[src/rtl/sprite_update_scheduler.sv]
// sprite_update_scheduler: queues CPU sprite-register writes and commits them only during vertical blanking.
// Optional SCHED_FRAME_CNT_EN adds a frame_cnt output counting IDLE->DRAIN transitions.
module sprite_update_scheduler #(
    parameter int FIFO_DEPTH   = 16,
    parameter int NUM_REGS     = 8,
    parameter int VBLANK_START = 480,
    parameter int V_TOTAL      = 525
) (
    input  logic                          clk,
    input  logic                          reset,
    input  logic                          chipselect,
    input  logic                          write,
    input  logic [$clog2(NUM_REGS)-1:0]   address,
    input  logic [31:0]                   writedata,
    input  logic [9:0]                    VGA_VCOUNT,
    input  logic                          clr_ovf,
    output logic [32*NUM_REGS-1:0]        sprite_regs,
    output logic                          commit,
    output logic [$clog2(FIFO_DEPTH):0]   fifo_level,
    output logic                          ovf,
    output logic                          late
`ifdef SCHED_FRAME_CNT_EN
    ,
    output logic [15:0]                   frame_cnt
`endif
);
    localparam int AW = $clog2(NUM_REGS);
    localparam int PW = $clog2(FIFO_DEPTH);
    localparam logic [1:0] IDLE  = 2'd0;
    localparam logic [1:0] DRAIN = 2'd1;
    localparam logic [1:0] DONE  = 2'd2;

    logic [AW+31:0] mem [FIFO_DEPTH];
    logic [PW:0]    wptr, rptr;
    logic [1:0]     state, next;
    logic           vblank, vblank_d, empty, full, accept, pop, push;
    logic           pop_valid;
    logic [AW-1:0]  pop_addr;
    logic [31:0]    pop_data;

    assign vblank     = (VGA_VCOUNT >= 10'(VBLANK_START)) && (VGA_VCOUNT < 10'(V_TOTAL));
    assign empty      = wptr == rptr;
    assign full       = (wptr[PW] != rptr[PW]) && (wptr[PW-1:0] == rptr[PW-1:0]);
    assign accept     = chipselect && write;
    assign pop        = (state == DRAIN) && vblank && !empty;
    assign push       = accept && (!full || pop);
    assign fifo_level = wptr - rptr;

    always_comb begin
        next = state == IDLE  ? ((vblank && !vblank_d) ? DRAIN : IDLE)
             : state == DRAIN ? (!vblank ? IDLE : (empty ? DONE : DRAIN))
             : state == DONE  ? (vblank ? DONE : IDLE)
             : IDLE;
    end

    always_ff @(posedge clk) begin
        if (push)
            mem[wptr[PW-1:0]] <= {address, writedata};
    end

    // Popped entries land one edge later so commit coincides with the final register update.
    always_ff @(posedge clk or posedge reset) begin
        if (reset) begin
            wptr        <= '0;
            rptr        <= '0;
            state       <= IDLE;
            vblank_d    <= 1'b0;
            pop_valid   <= 1'b0;
            pop_addr    <= '0;
            pop_data    <= '0;
            sprite_regs <= '0;
            commit      <= 1'b0;
            ovf         <= 1'b0;
            late        <= 1'b0;
        end else begin
            vblank_d  <= vblank;
            state     <= next;
            wptr      <= wptr + (PW+1)'(push);
            rptr      <= rptr + (PW+1)'(pop);
            pop_valid <= pop;
            {pop_addr, pop_data} <= mem[rptr[PW-1:0]];
            for (int i = 0; i < NUM_REGS; i++)
                if (pop_valid && pop_addr == AW'(i))
                    sprite_regs[32*i +: 32] <= pop_data;
            commit <= (state == DRAIN) && vblank && empty;
            ovf    <= (accept && full && !pop) || (ovf && !clr_ovf);
            late   <= ((state == DRAIN) && !vblank && !empty) || (late && !clr_ovf);
        end
    end

`ifdef SCHED_FRAME_CNT_EN
    always_ff @(posedge clk or posedge reset) begin
        if (reset)
            frame_cnt <= '0;
        else if (state == IDLE && next == DRAIN)
            frame_cnt <= frame_cnt + 16'd1;
    end
`endif
endmodule

[config.mk]
export PLATFORM = sky130hd
export DESIGN_NAME = sprite_update_scheduler
export DESIGN_NICKNAME = d
export VERILOG_FILES = /design/src/rtl/sprite_update_scheduler.sv
export SDC_FILE = /design/constraint.sdc
export NUM_CORES = 1
export LEC_CHECK = 0
export ABC_CLOCK_PERIOD_IN_PS = 13360
export CORE_AREA = 4 4 309 311
export DETAILED_ROUTE_END_ITERATION = 12
export DIE_AREA = 0 0 313 315
export PLACE_DENSITY_LB_ADDON = 0.12
export SYNTH_ARGS = -nofsm -noshare
export SYNTH_HDL_FRONTEND = slang
export SYNTH_SLANG_ARGS = --single-unit
[constraint.sdc]
create_clock -name clk -period 13.36 [get_ports clk]
set_input_delay 4.008 -clock clk [delete_from_list [all_inputs] [get_ports clk]]
set_output_delay 4.008 -clock clk [all_outputs]
set_load 0.1 [all_outputs]
==> results.ini <==
[critical_path]
critPathTopFamily=buffers and inverters
start_kind=register
worstPathRequired_ns=9.35
cp.arrival_ns=3.72
crit_chain=ha_1 > fa_1 > inv_1 > a21o_1 > a21oi_1 > xor2_1 > clkdlybuf4s50_1
crit_slowest_cell=clkdlybuf4s50_1
critPathKind=reg -> out
crit_path_max_incr_delay_ns=1.16
crit_buf_inv=2
end_kind=output port
critPathMaxFanout=30

[floorplanning]
ios=314
die_h_um=315
coreArea_um2=92800
die_area_um2=98600
fp.dieW_um=313
start_util_pct=34.9
num_rows=112

[synthesis]
synth-warning-count=0
ys_seq_area_share_pct=75.8
syn-num-nets=1608
yosysUniqueCellTypes=39
synthArstFlopShare_pct=35.5
postSynthAreaPerCell_um2=20.9
syn_inst=1549
ys_ff_latch=868
synthFlopType=edfxtp_1
synth-edff-count=560
mappedNetlistArea_um2=32300

[global_routing]
use_met3_pct=3.14
grt_busiest_layer=met2
grt.total_usage_pct=16.2
antenna_found_initial=9
globalRoute.totalOverflow=0
use_met1_pct=22.3
grt_pass1_vias=17638
met2_usage_pct=26.8
grt_pass1_wl_mm=119
grt_max_degree=110

[layout]
layout.cells.non_filler=3254
drive_gt1_share_pct=28.6
area_delta_synth_final_pct=24.3
fin_area_um2=40200
fin_nets=1982

[sta]
finalMaxSlewViolations=0
rsz0062_at_grt=no
period_share_pct=57.8
setup_violations=0
skew_ns=0.0252
worst_pin_slew_ns=1.11
period_needed_ns=7.73
relSlewSlack_pct=25.7
fmax_ghz=0.129
finalSetupTns_ns=0
finalHoldViolCount=0
holdWs_ns=0.473

[pwr]
p_switching_mw=1.50
power_mw=6.23
pwr-share-comb_pct=9.2
pwr-share-seq_pct=49.3
swShare_pct=24.1
p_per_area_nw_per_um2=155
vdd_ir_drop_max_mv=0.182
p_int_mw=4.73
leakagePower_nw=14.9
pwr-share-clk_pct=41.5

[clock_network]
worstSkewPairLatency_ns=0.63
htree_levels=3
clk_path_buf_depth=3
clk_pin_slew_ns=0.06
hold_buffers=0
cts_buffers=93
cts_tree=built
cts_root_buffer=clkbuf_16
clkSinkCount=868
postCtsSetupBuffers=0
post_cts_resized=0

[placement]
place.gp.congestion=0.741
dp_cells=3082
io_buffers=313
dpl.hpwl_mm=47.3
post_dp_cell_area_um2=37100

[run]
maxCapViolCount=0

[routing]
wirelength_mm=79.8
vias=16217
drt_first_pass_iters=5
wire_per_inst_um=24.5
initialDrtViolationCount=1038
drc_errors=0
vias_per_cell=4.98
antenna_left=0

[status]
status=completed

[worst_hold_path]
min_path_type=reg -> reg

-- synthesized netlist by cell type (2+ instances only) --
library cell	n	area [um2]
ha_1	8	100
a21o_1	2	15.0
buf_4	2	15.0
buf_2	39	195
edfxtp_1	560	16800
clkbuf_1	22	82.6
nor3_1	15	75.1
mux4_2	140	3150
a22oi_1	70	526
nand4_1	4	25.0
buf_6	10	113
mux2_1	37	417
nand3_1	3	15.0
inv_1	13	48.8
xor2_1	4	35.0
mux2_2	219	2470
nor2_1	10	37.5
nor3b_2	2	25.0
buf_1	2	7.51
dfrtp_1	308	7710
nor3_2	2	20.0
nor4_1	6	37.5
nand2_1	45	169
a21oi_1	3	15.0
xnor2_1	6	52.6
nand4b_1	4	35.0
-- logic make-up after synthesis --
group / share of synthesized area (%)
DFF: 75.8
xor gates and xnor gates: 0.271
muxes: 18.7
adders and majority gates: 0.371
AOI/OAI and AO/OA: 1.85
and+or+nand+nor: 1.59
buffers and inverters: 1.43
-- per-stage QoR --
stage / util [%] / setup slack [ns]
after floorplan: - / 0.836
after global placement: 40.0 / 6.23
after detailed placement: 40.0 / 6.22
after CTS: 43.3 / 5.52
final: 43.3 / 5.63
after global routing: 43.3 / 5.40
-- power by group through the flow --
stage,Clock (mW),Combinational [mW],Sequential [mW]
2_1_floorplan,0,0.356,3.15
3_3_place_gp,0,0.580,3.13
3_5_place_dp,0,0.586,3.13
4_1_cts,2.66,0.587,3.08
5_1_grt,2.78,0.617,3.09
6_report,2.58,0.572,3.07
-- state kept, by name, summed over array words and instances, names as in the netlist --
signal and cells:
commit 1, late 1, mem 560, ovf 1
pop_addr 3, pop_data 32, pop_valid 1, rptr 5
sprite_regs 256, state 2, vblank_d 1, wptr 5
-- routing by layer --
layer	vias to the layer above	part of all wire [%]
met3	123	5.2
met4	6	2.3
li1	6947	-
met5	-	0.038
met2	431	48
met1	8710	44
-- area by class of cell --
type | instances | area, um2
inverters | 13 | 56.3
repair buffers | 354 | 3440
clock buffers | 120 | 2550
fillers | 8127 | 52600
multi-input cells | 593 | 7500
clock inverters | 50 | 533
well taps | 1254 | 1570
diodes | 2 | 5.00
flip-flops and latches | 868 | 24500
-- cells in the final DEF (no fill, tap or decap), drive strengths merged, types with 31 or more instances in the layout --
master	count
mux2	256
edfxtp	560
dfrtp	308
mux4	140
clkbuf	120
a22oi	70
clkdlybuf4s50	313
buf	41
nand2	45
clkinv	31
-- worst paths after layout --
kind                               start                to  slack, ns  cells past startpoint
worst min register to register  vblank_d          state[0]       0.47                      1
worst min-delay path            vblank_d          state[0]       0.47                      1
worst max register to register   rptr[0]       pop_data[9]       9.92                      5
max in group asynchronous          reset       pop_data[6]       7.89                      3
min in group asynchronous          reset  sprite_regs[236]       3.93                      2
worst max-delay path             rptr[0]     fifo_level[4]       5.63                      7
No activity file was read; power rests on OpenSTA's default activity.
